--- config.mk ---
export PLATFORM = sky130hd
export DESIGN_NAME = tank_motion_ctrl
export DESIGN_NICKNAME = d
export VERILOG_FILES = /design/src/rtl/tank_motion_ctrl.sv
export SDC_FILE = /design/constraint.sdc
export NUM_CORES = 1
export LEC_CHECK = 0
export CAP_MARGIN = 0
export CORE_MARGIN = 2
export CORE_UTILIZATION = 55
export CTS_BUF_LIST = sky130_fd_sc_hd__clkbuf_4 sky130_fd_sc_hd__clkbuf_8
export DETAILED_ROUTE_END_ITERATION = 8
export GPL_TIMING_DRIVEN = 0
export PLACE_DENSITY = 0.8
export SLEW_MARGIN = 20
export SYNTH_ARGS = -nofsm -noshare
export SYNTH_HDL_FRONTEND = slang
export SYNTH_SLANG_ARGS = --single-unit
--- constraint.sdc ---
create_clock -name frame_clk -period 6.79 [get_ports frame_clk]
set_clock_uncertainty 0.15 [all_clocks]
set_input_delay 0.679 -clock frame_clk [delete_from_list [all_inputs] [get_ports frame_clk]]
set_output_delay 0.679 -clock frame_clk [all_outputs]
set_load 0.1 [all_outputs]
--- src/rtl/tank_motion_ctrl.sv ---
// ---------------------------------------------------------------------------
// tank_motion_ctrl
//   Controller for one player's tank. It decodes keyboard keycodes into drive,
//   rotate and fire commands. It integrates the tank position in fixed-point
//   sub-pixels, bounces the tank back off maze walls, and enforces a fire
//   cooldown. It also handles the hit/respawn sequence and the freeze at the
//   end of a round.
//
//   Ports
//     frame_clk    in   frame clock (only clock)
//     Reset_n      in   asynchronous active-low reset
//     keycode      in   KEY_SLOTS pressed-key bytes, 0 = empty slot
//     sin, cos     in   sign-magnitude heading vector (bit7 sign, 127 ~ 1.0)
//     isWall*      in   tank overlaps a wall on that side
//     hit          in   tank struck by a bullet this frame
//     game_end     in   nonzero = round over
//     spawn_x/y    in   respawn position, px
//     TankX/TankY  out  integer position, px
//     TankS        out  tank half-size
//     TankDX/DY    out  signed delta applied this frame, sub-pixel units
//     Angle        out  heading index, 0..ANGLE_STEPS-1
//     ShootBullet  out  one-frame fire pulse
//     Alive        out  1 unless in the DEAD state
// ---------------------------------------------------------------------------
module tank_motion_ctrl #(
    parameter int          KEY_SLOTS      = 4,
    parameter int          FRAC_BITS      = 3,
    parameter int          SPEED          = 16,
    parameter int          ANGLE_STEPS    = 45,
    parameter int          ANGLE_W        = 6,
    parameter int          TANK_SIZE      = 10,
    parameter int          X_CENTER       = 300,
    parameter int          Y_CENTER       = 250,
    parameter int          X_MIN          = 0,
    parameter int          X_MAX          = 639,
    parameter int          Y_MIN          = 0,
    parameter int          Y_MAX          = 479,
    parameter int          FIRE_COOLDOWN  = 30,
    parameter int          RESPAWN_FRAMES = 60,
    parameter logic [7:0]  KEY_FWD        = 8'h52,
    parameter logic [7:0]  KEY_BACK       = 8'h51,
    parameter logic [7:0]  KEY_CW         = 8'h50,
    parameter logic [7:0]  KEY_CCW        = 8'h4F,
    parameter logic [7:0]  KEY_FIRE       = 8'h2C
) (
    input  logic                     frame_clk,
    input  logic                     Reset_n,
    input  logic [8*KEY_SLOTS-1:0]   keycode,
    input  logic [7:0]               sin,
    input  logic [7:0]               cos,
    input  logic                     isWallTop,
    input  logic                     isWallBottom,
    input  logic                     isWallLeft,
    input  logic                     isWallRight,
    input  logic                     hit,
    input  logic [1:0]               game_end,
    input  logic [9:0]               spawn_x,
    input  logic [9:0]               spawn_y,
    output logic [9:0]               TankX,
    output logic [9:0]               TankY,
    output logic [9:0]               TankS,
    output logic [9:0]               TankDX,
    output logic [9:0]               TankDY,
    output logic [ANGLE_W-1:0]       Angle,
    output logic                     ShootBullet,
    output logic                     Alive
);

    localparam int POS_W = 10 + FRAC_BITS;
    localparam int SUM_W = POS_W + 2;
    localparam int CD_W  = $clog2(FIRE_COOLDOWN + 1);
    localparam int TMR_W = $clog2(RESPAWN_FRAMES + 1);
    localparam int X_LO  = X_MIN + TANK_SIZE;
    localparam int X_HI  = X_MAX - TANK_SIZE;
    localparam int Y_LO  = Y_MIN + TANK_SIZE;
    localparam int Y_HI  = Y_MAX - TANK_SIZE;

    localparam logic [POS_W-1:0] X_HOME  = {10'(X_CENTER), {FRAC_BITS{1'b0}}};
    localparam logic [POS_W-1:0] Y_HOME  = {10'(Y_CENTER), {FRAC_BITS{1'b0}}};
    localparam logic [6:0]       SPEED_7 = 7'(SPEED);

    typedef enum logic [1:0] {ST_ALIVE, ST_DEAD, ST_FROZEN} state_t;

    state_t             state_q,     state_d;
    logic [POS_W-1:0]   pos_x_q,     pos_x_d;
    logic [POS_W-1:0]   pos_y_q,     pos_y_d;
    logic [9:0]         dx_q,        dx_d;
    logic [9:0]         dy_q,        dy_d;
    logic [ANGLE_W-1:0] angle_q,     angle_d;
    logic               shoot_q,     shoot_d;
    logic [CD_W-1:0]    cooldown_q,  cooldown_d;
    logic               fire_prev_q, fire_prev_d;
    logic [TMR_W-1:0]   timer_q,     timer_d;

    // ---------------- key decode: a key counts if any slot holds its code
    logic [KEY_SLOTS-1:0] fwd_m, back_m, cw_m, ccw_m, fire_m;

    for (genvar gi = 0; gi < KEY_SLOTS; gi++) begin : g_slot
        assign fwd_m[gi]  = (keycode[8*gi +: 8] == KEY_FWD);
        assign back_m[gi] = (keycode[8*gi +: 8] == KEY_BACK);
        assign cw_m[gi]   = (keycode[8*gi +: 8] == KEY_CW);
        assign ccw_m[gi]  = (keycode[8*gi +: 8] == KEY_CCW);
        assign fire_m[gi] = (keycode[8*gi +: 8] == KEY_FIRE);
    end

    logic key_fwd, key_back, key_cw, key_ccw, key_fire, wall;
    assign key_fwd  = |fwd_m;
    assign key_back = |back_m;
    assign key_cw   = |cw_m;
    assign key_ccw  = |ccw_m;
    assign key_fire = |fire_m;
    assign wall     = isWallTop | isWallBottom | isWallLeft | isWallRight;

    // ---------------- per-frame step: SPEED * magnitude / 128, sign re-applied
    logic [13:0] dx_prod, dy_prod;
    logic [9:0]  dx_mag, dy_mag, dx_step, dy_step;

    assign dx_prod = 14'(cos[6:0]) * 14'(SPEED_7);
    assign dy_prod = 14'(sin[6:0]) * 14'(SPEED_7);
    assign dx_mag  = {3'b000, dx_prod[13:7]};
    assign dy_mag  = {3'b000, dy_prod[13:7]};
    assign dx_step = cos[7] ? (10'd0 - dx_mag) : dx_mag;
    assign dy_step = sin[7] ? (10'd0 - dy_mag) : dy_mag;

    // Add a signed delta to a position. The sum is widened so an underflow
    // below zero is seen as negative and clamps to the low limit. On a clamp
    // the fraction is dropped.
    function automatic logic [POS_W-1:0] move_clamp(input logic [POS_W-1:0] pos,
                                                    input logic [9:0]       delta,
                                                    input int               lo,
                                                    input int               hi);
        logic signed [SUM_W-1:0] sum;
        logic signed [SUM_W-1:0] ipart;
        sum   = $signed({2'b00, pos}) + $signed({{(SUM_W-10){delta[9]}}, delta});
        ipart = sum >>> FRAC_BITS;
        if (ipart < $signed(SUM_W'(lo))) begin
            move_clamp = {10'(lo), {FRAC_BITS{1'b0}}};
        end else if (ipart > $signed(SUM_W'(hi))) begin
            move_clamp = {10'(hi), {FRAC_BITS{1'b0}}};
        end else begin
            move_clamp = sum[POS_W-1:0];
        end
    endfunction

    // ---------------- next-state logic
    always_comb begin
        state_d     = state_q;
        pos_x_d     = pos_x_q;
        pos_y_d     = pos_y_q;
        dx_d        = dx_q;
        dy_d        = dy_q;
        angle_d     = angle_q;
        shoot_d     = 1'b0;
        cooldown_d  = (cooldown_q != '0) ? cooldown_q - 1'b1 : '0;
        fire_prev_d = key_fire;
        timer_d     = timer_q;

        case (state_q)
            ST_ALIVE: begin
                if (game_end != 2'd0) begin
                    state_d    = ST_FROZEN;
                    pos_x_d    = X_HOME;
                    pos_y_d    = Y_HOME;
                    angle_d    = '0;
                    dx_d       = '0;
                    dy_d       = '0;
                    cooldown_d = '0;
                end else if (hit) begin
                    state_d = ST_DEAD;
                    timer_d = TMR_W'(RESPAWN_FRAMES - 1);
                    dx_d    = '0;
                    dy_d    = '0;
                end else begin
                    // Rising edge of fire only, and only once the cooldown is spent.
                    if (key_fire && !fire_prev_q && cooldown_q == '0) begin
                        shoot_d    = 1'b1;
                        cooldown_d = CD_W'(FIRE_COOLDOWN);
                    end
                    if (wall) begin
                        // Undo last frame's move. Drive and rotate are locked out.
                        pos_x_d = move_clamp(pos_x_q, 10'd0 - dx_q, X_LO, X_HI);
                        pos_y_d = move_clamp(pos_y_q, 10'd0 - dy_q, Y_LO, Y_HI);
                        dx_d    = '0;
                        dy_d    = '0;
                    end else if (key_fwd) begin
                        // Screen y grows downward, so forward subtracts sin.
                        pos_x_d = move_clamp(pos_x_q, dx_step, X_LO, X_HI);
                        pos_y_d = move_clamp(pos_y_q, 10'd0 - dy_step, Y_LO, Y_HI);
                        dx_d    = dx_step;
                        dy_d    = 10'd0 - dy_step;
                    end else if (key_back) begin
                        pos_x_d = move_clamp(pos_x_q, 10'd0 - dx_step, X_LO, X_HI);
                        pos_y_d = move_clamp(pos_y_q, dy_step, Y_LO, Y_HI);
                        dx_d    = 10'd0 - dx_step;
                        dy_d    = dy_step;
                    end else begin
                        dx_d = '0;
                        dy_d = '0;
                        if (key_cw) begin
                            angle_d = (angle_q == ANGLE_W'(ANGLE_STEPS - 1)) ? '0 : angle_q + 1'b1;
                        end else if (key_ccw) begin
                            angle_d = (angle_q == '0) ? ANGLE_W'(ANGLE_STEPS - 1) : angle_q - 1'b1;
                        end
                    end
                end
            end

            ST_DEAD: begin
                dx_d = '0;
                dy_d = '0;
                if (game_end != 2'd0) begin
                    state_d    = ST_FROZEN;
                    pos_x_d    = X_HOME;
                    pos_y_d    = Y_HOME;
                    angle_d    = '0;
                    cooldown_d = '0;
                end else if (timer_q == '0) begin
                    state_d    = ST_ALIVE;
                    pos_x_d    = {spawn_x, {FRAC_BITS{1'b0}}};
                    pos_y_d    = {spawn_y, {FRAC_BITS{1'b0}}};
                    angle_d    = '0;
                    cooldown_d = '0;
                end else begin
                    timer_d = timer_q - 1'b1;
                end
            end

            default: begin // ST_FROZEN
                pos_x_d    = X_HOME;
                pos_y_d    = Y_HOME;
                angle_d    = '0;
                dx_d       = '0;
                dy_d       = '0;
                cooldown_d = '0;
                if (game_end == 2'd0) begin
                    state_d = ST_ALIVE;
                end
            end
        endcase
    end

    // ---------------- state registers
    always_ff @(posedge frame_clk or negedge Reset_n) begin
        if (!Reset_n) begin
            state_q     <= ST_ALIVE;
            pos_x_q     <= X_HOME;
            pos_y_q     <= Y_HOME;
            dx_q        <= '0;
            dy_q        <= '0;
            angle_q     <= '0;
            shoot_q     <= 1'b0;
            cooldown_q  <= '0;
            fire_prev_q <= 1'b0;
            timer_q     <= '0;
        end else begin
            state_q     <= state_d;
            pos_x_q     <= pos_x_d;
            pos_y_q     <= pos_y_d;
            dx_q        <= dx_d;
            dy_q        <= dy_d;
            angle_q     <= angle_d;
            shoot_q     <= shoot_d;
            cooldown_q  <= cooldown_d;
            fire_prev_q <= fire_prev_d;
            timer_q     <= timer_d;
        end
    end

    assign TankX       = pos_x_q[FRAC_BITS +: 10];
    assign TankY       = pos_y_q[FRAC_BITS +: 10];
    assign TankS       = 10'(TANK_SIZE);
    assign TankDX      = dx_q;
    assign TankDY      = dy_q;
    assign Angle       = angle_q;
    assign ShootBullet = shoot_q;
    assign Alive       = (state_q != ST_DEAD);

endmodule

==> results.json, run 1 <==
{
  "drt_iter0_markers": 976,
  "netlist.area_leader.share_pct": 14.2,
  "worst_pin_slew_ns": 1.09,
  "vdd_drop_max_v": 0.000146,
  "grt_max_degree": 48,
  "p_clk_share_pct": 28.0,
  "max_freq_mhz": 161,
  "gp_congestion": 1.01,
  "crit_slowest_cell": "o31ai_2",
  "cts.path.max_buffers": 2,
  "final_nets": 1653,
  "finalSetupViolations": 0,
  "status": "complete, no violations",
  "r2r_slack_ns": 1.64,
  "power.internal_mw": 0.845,
  "antenna_found_initial": 0,
  "drive_gt1_share_pct": 5.56,
  "cts_setup_buffers": 0,
  "clk_latency_ns": 0.38,
  "vias": 11000,
  "postCtsHoldBufs": 0,
  "fin_crit_ns": 6.21,
  "grt_first_pass_wirelength_mm": 50.9,
  "p_leak_nw": 5.13,
  "worst_slack_ns": 0.584,
  "slew_viol_final": 0,
  "end_kind": "flip-flop",
  "yosys.area.top_type": "dfrtp_1",
  "worstPathRequired_ns": 6.92,
  "initial_core_util_pct": 55.9,
  "syn_area_sq_mm": 0.0100,
  "synthArstFlopShare_pct": 100,
  "cts_resized": 0,
  "ys_seq_elements": 67,
  "met1_length_mm": 13.1,
  "synth_warnings": 0,
  "grt.total_usage_pct": 32.0,
  "grt_overflow": 0,
  "wl_met2_mm": 15.4,
  "syn_to_final_growth_pct": 17.6,
  "rows": 49,
  "ys.flop_type": "dfrtp_1",
  "wl_per_cell_microns": 18.8,
  "critPathMaxStageDelay_ns": 0.67,
  "io_pins": 135,
  "port-buffer-count": 118,
  "maxSlewHeadroom_pct": 27.2,
  "final.period_utilization_pct": 91.4,
  "yosysUniqueCellTypes": 81,
  "top_layer": "met4",
  "p_switching_mw": 0.560,
  "synth_area_leaders": "dfrtp_1 14%, ha_1 12%, a21oi_1 6.1%",
  "synth_cells": 1332,
  "cp_data_arrival_time_ns": 6.34,
  "die_h_microns": 139,
  "cts.sinks": 67,
  "critical_path_class": "in2reg",
  "hpwl_mm": 25.9,
  "final_common_cell": "a21oi_1",
  "tns_ns": 0,
  "antenna-diode-count": 0,
  "dp_slack_ns": 0.437,
  "die_w_microns": 139,
  "cts_tree": "yes",
  "comb_power_share_pct": 41.8,
  "pwr-share-seq_pct": 30.2,
  "synth-edff-count": 0,
  "critPathMaxFanout": 14,
  "viasPerCell": 6.43,
  "clockRootBuffer": "clkbuf_8",
  "syn_area_per_cell_sq_um": 7.52,
  "final_cell_mix": "122 x a21oi_1, 117 x clkdlybuf4s50_1, 116 x nand2_1",
  "cts.clk_slew.worst_paths_ns": 0.09,
  "rsz0062_at_grt": "no",
  "maxCapViolCount": 0,
  "die-area_sq_mm": 0.0193,
  "drt_first_pass_iters": 7,
  "cts_buffers": 9,
  "drc": 0,
  "start_kind": "input pin",
  "drtAntennaViolNets": 0,
  "hp-class": "in2async",
  "power.share.switching_pct": 39.9,
  "wl_met3_mm": 2.45,
  "ys_seq_area_share_pct": 16.9,
  "finalWirelength_mm": 32.1,
  "p_total_mw": 1.41,
  "final-hold-violation-count": 0,
  "core_sq_mm": 0.0179,
  "crit_chain": "clkdlybuf4s50_1, inv_1, ha_1, nand2b_1, o21ai_1, inv_1, ha_1, clkbuf_1, a2111oi_0, o21a_1, o31a_1, o2111ai_1, nor3_1, nor3_1, o31ai_2, nand2b_1, a2111oi_0, a211oi_1",
  "htreeDepth": 3,
  "grt_pass1_vias": 10000,
  "powerDensity_mw_per_mm2": 119
}
-- metrics by stage --
| step | hold slack, ns | cells | cell area, sq um | utilization [%] |
|---|---|---|---|---|
| finish | 0.0434 | 1705 | 11800 | 65.8 |
| global route | 0.0627 | 1705 | 11800 | 65.8 |
| CTS | 0.0490 | 1705 | 11800 | 65.8 |
| detailed placement | 0.297 | 1689 | 11600 | 64.5 |
| global placement | 0.294 | 1687 | 11500 | 64.3 |
| floorplan | 0.233 | 1340 | 10000 | - |
-- final timing paths --
| check | from | endpoint | cells after the start |
|---|---|---|---|
| max | sin[3] | pos_y_q[7] | 18 |
| min | Reset_n | Angle[2] | 1 |
| max reg2reg | TankDX[3] | pos_x_q[6] | 17 |
| min reg2reg | cooldown_q[0] | cooldown_q[0] | 1 |
| max in group asynchronous | Reset_n | pos_y_q[7] | 2 |
| min in group frame_clk | cooldown_q[0] | cooldown_q[0] | 1 |
-- Yosys cell counts (12+ instances only) --
master and number:
o21ai_1 15, nand2_1 116, o211ai_1 19, dfrtp_1 57, nand2b_1 23, xnor2_1 55
nor3_1 54, nand4_1 17, nor2_1 105, a211oi_1 30, nand3_1 37, or3_1 12
buf_4 30, a2111oi_0 18, and3_1 18, o21ai_0 70, clkbuf_1 24, o21a_1 23
inv_1 67, xor2_1 36, a21oi_1 122, nor4_1 12, ha_1 99, nor2b_1 19
a21o_1 30
-- power groups by stage --
stage	clock network [mW]	logic, mW	registers, mW
final	0.394	0.587	0.425
after detailed placement	0	0.572	0.432
after CTS	0.394	0.575	0.424
after global placement	0	0.559	0.431
after floorplan	0	0.411	0.430
after global routing	0.414	0.640	0.426
-- registers in the layout (all words and copies together), names as in the netlist --
signal,count
Angle,6
ShootBullet,1
TankDX,10
TankDY,10
cooldown_q,5
fire_prev_q,1
pos_x_q,13
pos_y_q,13
state_q,2
timer_q,6
-- kinds of logic after synthesis --
family / share of synthesized area (%)
flops: 16.9
compound gates: 30.2
fa+ha+maj: 13.6
buf+inv: 6.00
other cells: 0.0750
xor+xnor: 7.96
mux: 1.16
simple gates: 24.2
-- worst max-delay path, delay by kind of cell --
| family | cells | cell delay [ns] |
|---|---|---|
| AOI/OAI and AO/OA | 8 | 3.07 |
| buffers and inverters | 4 | 1.40 |
| adders and majority gates | 2 | 0.60 |
| and+or+nand+nor | 4 | 0.56 |
-- layout make-up --
cell class | count | area [sq um]
multi-input combinational | 1146 | 7770
fill | 1580 | 6120
sequential | 67 | 1690
timing repair buffer | 120 | 1210
buffer | 58 | 342
tap | 229 | 287
inverter | 69 | 259
clock buffer | 9 | 124
clock inverter | 7 | 101
-- per-layer routing --
layer	vias up	GRT usage [%]
met5	-	0
met4	0	11.5
met3	98	4.97
met2	474	55.1
met1	5127	40.8
li1	5265	-
Power figures use the tool's default switching activity.
==> run 2, diff against run 1 <==
--- a/config.mk
+++ b/config.mk
@@ -5,7 +5,6 @@
 export SDC_FILE = /design/constraint.sdc
 export NUM_CORES = 1
 export LEC_CHECK = 0
-export CAP_MARGIN = 0
 export CORE_MARGIN = 2
 export CORE_UTILIZATION = 55
 export CTS_BUF_LIST = sky130_fd_sc_hd__clkbuf_4 sky130_fd_sc_hd__clkbuf_8
==> results of run 2 <==
Final layout, timing and power as in run 1 (identical DEF).
